===== config.mk =====
export PLATFORM = sky130hd
export DESIGN_NAME = munoc_axi2apb_multi_bridge
export DESIGN_NICKNAME = d
export VERILOG_FILES = /design/src/rtl/munoc_axi2apb_multi_bridge.sv
export SDC_FILE = /design/constraint.sdc
export NUM_CORES = 1
export LEC_CHECK = 0
export BUFFER_PORTS_ARGS = -buffer_cell sky130_fd_sc_hd__buf_2
export CORE_AREA = 2 2 155 157
export CTS_BUF_LIST = sky130_fd_sc_hd__clkbuf_8
export DETAILED_ROUTE_END_ITERATION = 7
export DIE_AREA = 0 0 157 159
export HOLD_SLACK_MARGIN = 0.06
export PLACE_DENSITY = 0.67
export REMOVE_ABC_BUFFERS = 1
export SLEW_MARGIN = 0
export SYNTH_ARGS = -nofsm -noshare
export SYNTH_HDL_FRONTEND = slang
export SYNTH_SLANG_ARGS = --single-unit

===== constraint.sdc =====
create_clock -name clk -period 4.2 [get_ports clk]
set_input_delay 0.84 -clock clk [delete_from_list [all_inputs] [get_ports clk]]
set_output_delay 0.84 -clock clk [all_outputs]
set_load 0.1 [all_outputs]

===== src/rtl/munoc_axi2apb_multi_bridge.sv =====
// AXI slave to multi-target APB bridge: one burst in flight, split into APB beats, address-decoded targets.
// Optional access-phase timeout enabled by defining MUNOC_APB_TIMEOUT_EN.
module munoc_axi2apb_multi_bridge #(
  parameter int BW_ADDR        = 32,
  parameter int BW_DATA        = 32,
  parameter int BW_TID         = 4,
  parameter int NUM_SLAVE      = 4,
  parameter int BW_SLAVE_WIN   = 12,
  parameter int TIMEOUT_CYCLES = 255
) (
  input  logic                          clk,
  input  logic                          rst,
  input  logic [BW_TID-1:0]             i_rxawid,
  input  logic [BW_ADDR-1:0]            i_rxawaddr,
  input  logic [7:0]                    i_rxawlen,
  input  logic [2:0]                    i_rxawsize,
  input  logic [1:0]                    i_rxawburst,
  input  logic                          i_rxawvalid,
  output logic                          o_rxawready,
  input  logic [BW_DATA-1:0]            i_rxwdata,
  input  logic [BW_DATA/8-1:0]          i_rxwstrb,
  input  logic                          i_rxwlast,
  input  logic                          i_rxwvalid,
  output logic                          o_rxwready,
  output logic [BW_TID-1:0]             o_rxbid,
  output logic [1:0]                    o_rxbresp,
  output logic                          o_rxbvalid,
  input  logic                          i_rxbready,
  input  logic [BW_TID-1:0]             i_rxarid,
  input  logic [BW_ADDR-1:0]            i_rxaraddr,
  input  logic [7:0]                    i_rxarlen,
  input  logic [2:0]                    i_rxarsize,
  input  logic [1:0]                    i_rxarburst,
  input  logic                          i_rxarvalid,
  output logic                          o_rxarready,
  output logic [BW_TID-1:0]             o_rxrid,
  output logic [BW_DATA-1:0]            o_rxrdata,
  output logic [1:0]                    o_rxrresp,
  output logic                          o_rxrlast,
  output logic                          o_rxrvalid,
  input  logic                          i_rxrready,
  output logic [BW_ADDR-1:0]            o_spaddr,
  output logic                          o_spwrite,
  output logic [NUM_SLAVE-1:0]          o_spsel,
  output logic                          o_spenable,
  output logic [BW_DATA-1:0]            o_spwdata,
  output logic [BW_DATA/8-1:0]          o_spwstrb,
  input  logic [NUM_SLAVE*BW_DATA-1:0]  i_sprdata,
  input  logic [NUM_SLAVE-1:0]          i_spready,
  input  logic [NUM_SLAVE-1:0]          i_spslverr
);

  typedef enum logic [2:0] {S_IDLE, S_WDATA, S_SETUP, S_ACCESS, S_BRESP, S_RDATA} state_t;

  state_t               r_state, w_next;
  logic                 r_last_wr, r_is_wr, r_err, r_dec;
  logic [BW_TID-1:0]    r_id;
  logic [BW_ADDR-1:0]   r_addr;
  logic [2:0]           r_size;
  logic [1:0]           r_burst, r_rresp;
  logic [7:0]           r_cnt;
  logic [BW_DATA-1:0]   r_wdata, r_rdata;
  logic [BW_DATA/8-1:0] r_wstrb;

  logic                 w_grant_wr, w_acc_wr, w_acc_rd, w_miss, w_tmo, w_unused;
  logic                 w_sel_ready, w_sel_err, w_apb_done, w_miss_done, w_beat_done, w_beat_err;
  logic [BW_ADDR-1:0]   w_idx_full, w_next_addr;
  logic [NUM_SLAVE-1:0] w_sel;
  logic [BW_DATA-1:0]   w_sel_rdata;
  state_t               w_after_beat;

  // Arbitration: on a tie, grant the direction not granted last.
  assign w_grant_wr = i_rxawvalid && (!i_rxarvalid || !r_last_wr);
  assign w_acc_wr   = !rst && (r_state == S_IDLE) && w_grant_wr;
  assign w_acc_rd   = !rst && (r_state == S_IDLE) && i_rxarvalid && !w_grant_wr;

  // Full upper address is compared so addresses beyond the last window miss.
  assign w_idx_full = r_addr >> BW_SLAVE_WIN;
  assign w_miss     = (w_idx_full >= BW_ADDR'(NUM_SLAVE));

  always_comb begin
    // NOTE: every combinational output gets a default first so no latch is inferred.
    w_sel       = '0;
    w_sel_ready = 1'b0;
    w_sel_err   = 1'b0;
    w_sel_rdata = '0;
    for (int i = 0; i < NUM_SLAVE; i++) begin
      if (!w_miss && (w_idx_full == BW_ADDR'(i))) begin
        w_sel[i]    = 1'b1;
        w_sel_ready = i_spready[i];
        w_sel_err   = i_spslverr[i];
        w_sel_rdata = i_sprdata[i*BW_DATA +: BW_DATA];
      end
    end
  end

`ifdef MUNOC_APB_TIMEOUT_EN
  localparam int TMO_W = $clog2(TIMEOUT_CYCLES + 1);
  logic [TMO_W-1:0] r_tmo;

  always_ff @(posedge clk) begin
    if (rst || (r_state != S_ACCESS)) r_tmo <= '0;
    else                              r_tmo <= r_tmo + TMO_W'(1);
  end

  assign w_tmo    = (r_state == S_ACCESS) && !w_sel_ready && (r_tmo == TMO_W'(TIMEOUT_CYCLES - 1));
  assign w_unused = i_rxwlast;
`else
  assign w_tmo    = 1'b0;
  assign w_unused = i_rxwlast ^ TIMEOUT_CYCLES[0];
`endif

  assign w_apb_done   = (r_state == S_ACCESS) && (w_sel_ready || w_tmo);
  assign w_miss_done  = (r_state == S_SETUP) && w_miss;
  assign w_beat_done  = w_apb_done || w_miss_done;
  assign w_beat_err   = (w_sel_ready && w_sel_err) || w_tmo;
  assign w_next_addr  = (r_burst == 2'b00) ? r_addr : r_addr + (BW_ADDR'(1) << r_size);
  assign w_after_beat = !r_is_wr ? S_RDATA : ((r_cnt == 8'd0) ? S_BRESP : S_WDATA);

  always_comb begin
    w_next = r_state;
    case (r_state)
      S_IDLE:   if (w_acc_wr) w_next = S_WDATA;
                else if (w_acc_rd) w_next = S_SETUP;
      S_WDATA:  if (i_rxwvalid) w_next = S_SETUP;
      S_SETUP:  w_next = w_miss ? w_after_beat : S_ACCESS;
      S_ACCESS: if (w_apb_done) w_next = w_after_beat;
      S_BRESP:  if (i_rxbready) w_next = S_IDLE;
      S_RDATA:  if (i_rxrready) w_next = (r_cnt == 8'd0) ? S_IDLE : S_SETUP;
      default:  w_next = S_IDLE;
    endcase
  end

  // NOTE: sequential state uses non-blocking assignments so all registers update from pre-edge values.
  always_ff @(posedge clk) begin
    if (rst) begin
      r_state   <= S_IDLE;
      r_last_wr <= 1'b0;
      r_is_wr   <= 1'b0;
      r_err     <= 1'b0;
      r_dec     <= 1'b0;
      r_id      <= '0;
      r_addr    <= '0;
      r_size    <= '0;
      r_burst   <= '0;
      r_cnt     <= '0;
      r_wdata   <= '0;
      r_wstrb   <= '0;
      r_rdata   <= '0;
      r_rresp   <= '0;
    end else begin
      r_state <= w_next;
      if (w_acc_wr || w_acc_rd) begin
        r_last_wr <= w_acc_wr;
        r_is_wr   <= w_acc_wr;
        r_id      <= w_acc_wr ? i_rxawid    : i_rxarid;
        r_addr    <= w_acc_wr ? i_rxawaddr  : i_rxaraddr;
        r_cnt     <= w_acc_wr ? i_rxawlen   : i_rxarlen;
        r_size    <= w_acc_wr ? i_rxawsize  : i_rxarsize;
        r_burst   <= w_acc_wr ? i_rxawburst : i_rxarburst;
        r_err     <= 1'b0;
        r_dec     <= 1'b0;
      end
      if ((r_state == S_WDATA) && i_rxwvalid) begin
        r_wdata <= i_rxwdata;
        r_wstrb <= i_rxwstrb;
      end
      if (w_beat_done) begin
        r_rdata <= w_miss_done ? '0 : w_sel_rdata;
        r_rresp <= w_miss_done ? 2'b11 : (w_beat_err ? 2'b10 : 2'b00);
        if (w_miss_done) r_dec <= 1'b1;
        if (w_apb_done && w_beat_err) r_err <= 1'b1;
        if (r_is_wr && (r_cnt != 8'd0)) begin
          r_cnt  <= r_cnt - 8'd1;
          r_addr <= w_next_addr;
        end
      end
      if ((r_state == S_RDATA) && i_rxrready && (r_cnt != 8'd0)) begin
        r_cnt  <= r_cnt - 8'd1;
        r_addr <= w_next_addr;
      end
    end
  end

  assign o_rxawready = w_acc_wr;
  assign o_rxarready = w_acc_rd;
  assign o_rxwready  = (r_state == S_WDATA);
  assign o_rxbvalid  = (r_state == S_BRESP);
  assign o_rxbid     = r_id;
  assign o_rxbresp   = r_dec ? 2'b11 : (r_err ? 2'b10 : 2'b00);
  assign o_rxrvalid  = (r_state == S_RDATA);
  assign o_rxrid     = r_id;
  assign o_rxrdata   = r_rdata;
  assign o_rxrresp   = r_rresp;
  assign o_rxrlast   = (r_state == S_RDATA) && (r_cnt == 8'd0);
  assign o_spaddr    = r_addr;
  assign o_spwrite   = r_is_wr;
  assign o_spsel     = ((r_state == S_SETUP) || (r_state == S_ACCESS)) ? w_sel : '0;
  assign o_spenable  = (r_state == S_ACCESS);
  assign o_spwdata   = r_wdata;
  assign o_spwstrb   = r_wstrb;

endmodule


==> PnR_summary.wiki <==
{| class="wikitable"
! Metric !! Value
|-
| Max frequency || 0.299 GHz
|-
| Area contributors post-synth || sky130_fd_sc_hd__dfxtp_1 (34%), sky130_fd_sc_hd__nand2_1 (12%), sky130_fd_sc_hd__mux4_2 (10%)
|-
| Core area || 23200 µm²
|-
| Kind of launch point of the worst setup path || flop
|-
| P per Cell Area || 554 nW/µm²
|-
| Final ANT Viol Nets || 0
|-
| R2R Setup Slk || 1.15 ns
|-
| Warning count from the yosys run || 0
|-
| Maximum fanout count along the critical path || 9
|-
| Synth Area in Compound Gates || 21.0%
|-
| Die height || 159 µm
|-
| Total global routing track utilization || 21.7%
|-
| Synth top area share || 34.1%
|-
| Number of nets in the finished design || 1573
|-
| Post-detail-place hpwl || 21200 µm
|-
| Type of the worst setup path || reg -> out
|-
| Leading cell type in the layout, fill and taps excluded || sky130_fd_sc_hd__buf_2
|-
| Arrival time worst endpoint || 2.51 ns
|-
| Simple-gate area share of the yosys netlist || 24.6%
|-
| Number of antenna violations at the first check in global routing || 1
|-
| CTS Buf Count || 17
|-
| Crit Reg-Reg Endpoint || o_spaddr[4]$_SDFF_PP0_
|-
| Top library cells by usage in the layout, fill and taps aside || sky130_fd_sc_hd__buf_2 (398), sky130_fd_sc_hd__nand2_1 (236), sky130_fd_sc_hd__a21oi_1 (124), sky130_fd_sc_hd__dfxtp_1 (123), sky130_fd_sc_hd__nand3_1 (52)
|-
| Total number of vias || 8404
|-
| Clock root cell || sky130_fd_sc_hd__clkbuf_8
|-
| Final period demand of the worst path || 3.35 ns
|-
| Number of port buffers || 400
|-
| Max-capacitance violation count || 0
|-
| Effective utilization at floorplan || 31.6%
|-
| End point of the most critical hold path || r_err$_SDFF_PP0_
|-
| Slew @ Worst Pin || 1.16 ns
|-
| Final setup violating endpoints || 0
|-
| Die Area || 25000 µm²
|-
| RSZ-0062 raised after global routing || no
|-
| Maximum buffer depth of the clock tree || 2
|-
| PnR Total Power || 5520 µW
|-
| CTS tree || built
|-
| Combinational family with the most area after synthesis || simple AND/OR/NAND/NOR gates
|-
| Critical path endpoint category || primary output
|-
| Clock-pin slew of the registers on the worst-case setup and hold paths || 0.08 ns
|-
| Pin count of the biggest net entering global routing || 84
|-
| Total setup buffers inserted after CTS || 0
|-
| Setup slack at placement || 0.865 ns
|-
| Initial DRC count || 467
|-
| Count of flip-flops with a built-in enable after synthesis || 0
|-
| Part of the Yosys area used for sequential elements || 34.1%
|-
| Part of the cycle the worst path needs || 79.8%
|-
| Synthesized instance count || 927
|-
| Number of hold-slack violations in the final timing report || 0
|-
| Data required time of the worst path || 3.36 ns
|-
| Primary flip-flop cell chosen by synthesis mapping || sky130_fd_sc_hd__dfxtp_1
|-
| Library cell with the largest summed area after synthesis || sky130_fd_sc_hd__dfxtp_1
|-
| Number of DRC violations after detailed routing || 0
|-
| H-Tree Depth || 4
|-
| First-pass DRT Iterations || 5
|-
| Number of global-route vias before repair || 7990
|-
| Status || finished, final reports clean
|-
| Global-route wire length before repair || 42700 µm
|-
| Leakage || 0.00437 µW
|-
| Clock Latency Late Sink || 0.45 ns
|-
| Congestion Overflow GR || 0
|-
| Die X || 157 µm
|-
| Class of the worst hold path || reg -> reg
|-
| Synth unique cells || 59
|-
| Worst hold path depth || 2
|-
| Number of cells upsized or downsized after cts || 0
|-
| Number of cells on the worst reg-to-reg path || 9
|-
| Final Hold Slack || 0.452 ns
|-
| Xor/xnor cell area share of the yosys netlist || 0.597%
|-
| Mean Syn Cell Area || 7.91 µm²
|-
| Launch instance of the worst register-to-register path || r_cnt[0]$_SDFF_PP0_
|-
| Area of the mapped netlist || 7330 µm²
|-
| Total negative setup slack || 0 ns
|-
| Max-slew violation count || 0
|-
| Number of buffers inserted by hold repair at cts || 0
|-
| Routed WL || 28300 µm
|-
| Std-Cell Rows || 56
|-
| Fraction of final layout cells sized beyond drive strength 1 || 38.8%
|-
| Hold path startpoint || r_err$_SDFF_PP0_
|-
| Final RePlAce weighted congestion || 0.863
|-
| Number of ports placed on the die boundary || 402
|-
| Relative slew slack || 22.3%
|-
| Fillers || 2372
|-
| Avg Vias per Cell || 5.20
|-
| Routed WL per cell || 17.5 µm
|-
| Clock sink count || 125
|-
| #FFs+latches synth || 125
|-
| Clock Skews || 0.0152 ns
|-
| Mux share of post-synthesis cell area || 12.2%
|-
| Worst IR drop on VDD || 0.000325 V
|-
| Share of flip-flops with an asynchronous set or reset || 0%
|-
| Adder-Cell Fraction of Synth Area || 1.98%
|-
| Area delta synth->final || 36.0%
|-
| Fin worst setup slack || 0.850 ns
|}
## state kept, by name, indices dropped and copies added (netlist names), 3 cells and up
register and cells:
o_spwdata 32, o_rxbid 4, r_state 3, o_rxrdata 32, o_spaddr 32, o_spwstrb 4
r_size 3, r_cnt 8
## worst max-delay path, stage by stage (launching register included)
cell and delay [ns]:
sky130_fd_sc_hd__dfxtp_1 0.42, sky130_fd_sc_hd__nor4_1 0.30, sky130_fd_sc_hd__nand3_1 0.28, sky130_fd_sc_hd__nor2_4 0.18
sky130_fd_sc_hd__nand2_1 0.17, sky130_fd_sc_hd__nor3b_1 0.24, sky130_fd_sc_hd__buf_2 0.46
## cell usage after synthesis, types with 4 or more instances
library cell,count
sky130_fd_sc_hd__nand2_1,236
sky130_fd_sc_hd__dfxtp_1,125
sky130_fd_sc_hd__a21oi_1,124
sky130_fd_sc_hd__clkbuf_1,64
sky130_fd_sc_hd__nand3_1,53
sky130_fd_sc_hd__mux4_2,34
sky130_fd_sc_hd__nor2_1,34
sky130_fd_sc_hd__nor4_1,15
sky130_fd_sc_hd__a31oi_1,14
sky130_fd_sc_hd__a311oi_1,13
sky130_fd_sc_hd__a211oi_1,12
sky130_fd_sc_hd__inv_1,12
sky130_fd_sc_hd__mux2i_1,12
sky130_fd_sc_hd__nor3_1,12
sky130_fd_sc_hd__and3_1,11
sky130_fd_sc_hd__ha_1,10
sky130_fd_sc_hd__o21ai_0,10
sky130_fd_sc_hd__o311a_1,10
sky130_fd_sc_hd__o31a_1,9
sky130_fd_sc_hd__nand4_1,7
sky130_fd_sc_hd__a21o_1,6
sky130_fd_sc_hd__and2_1,6
sky130_fd_sc_hd__buf_1,6
sky130_fd_sc_hd__nor3b_1,6
sky130_fd_sc_hd__o32a_1,6
sky130_fd_sc_hd__buf_2,5
sky130_fd_sc_hd__buf_4,5
sky130_fd_sc_hd__nor2b_1,5
sky130_fd_sc_hd__o22ai_1,5
sky130_fd_sc_hd__or2_2,5
sky130_fd_sc_hd__o21a_1,4
sky130_fd_sc_hd__or3_1,4
## cells by family (layout without fill, tap and decap cells)
logic type | after synthesis | in the layout
DFF | 125 | 125
and+or+nand+nor | 405 | 405
buffers and inverters | 95 | 465
other | 0 | 1
muxes | 47 | 47
xor gates and xnor gates | 5 | 5
AOI/OAI and AO/OA | 239 | 239
adders and majority gates | 11 | 11
## layer usage
layer | track usage (%) | part of all wire [%]
met2 | 37.9 | 49
met1 | 26.4 | 42
met4 | 7.84 | 2.9
met5 | 0 | 0
met3 | 4.22 | 6.3
## final cells by class
class	instances	area, µm²	share of cell area, %
antenna	1	2.50	0.0251
clock buffer	17	234	2.35
clock inverter	15	143	1.43
inverter	13	48.8	0.489
multi-input combinational	707	4460	44.7
sequential	125	2500	25.1
tap	319	399	4.00
timing repair buffer	420	2180	21.9
## power breakdown
group | leakage (µW) | switching [µW] | internal [µW]
clock | 0.000184 | 600 | 438
combinational | 0.00317 | 2140 | 784
sequential | 0.00102 | 197 | 1350
## worst max-delay path by stage
stage	startpoint	end	slack, ns	depth (start not counted)
6_report	o_spaddr[17]$_SDFF_PP0_	o_spsel[2]	0.85	6
5_1_grt	o_spaddr[17]$_SDFF_PP0_	o_spsel[2]	0.65	6
4_1_cts	o_spaddr[17]$_SDFF_PP0_	o_spsel[2]	0.78	6
3_5_place_dp	i_spready[2]	o_spaddr[4]$_SDFF_PP0_	0.86	8
3_3_place_gp	i_spready[2]	o_spaddr[7]$_SDFF_PP0_	0.93	8
2_1_floorplan	o_spaddr[17]$_SDFF_PP0_	o_spsel[2]	-1.50	5
## per-stage QoR
step	util, %	cell area (µm²)	std cells
after floorplan	-	6980	845
after global placement	41.4	9590	1584
after detailed placement	41.4	9590	1584
after CTS	43.0	9970	1616
after global routing	43.0	9970	1617
final	43.0	9970	1617
Power figures use the tool's default switching activity.
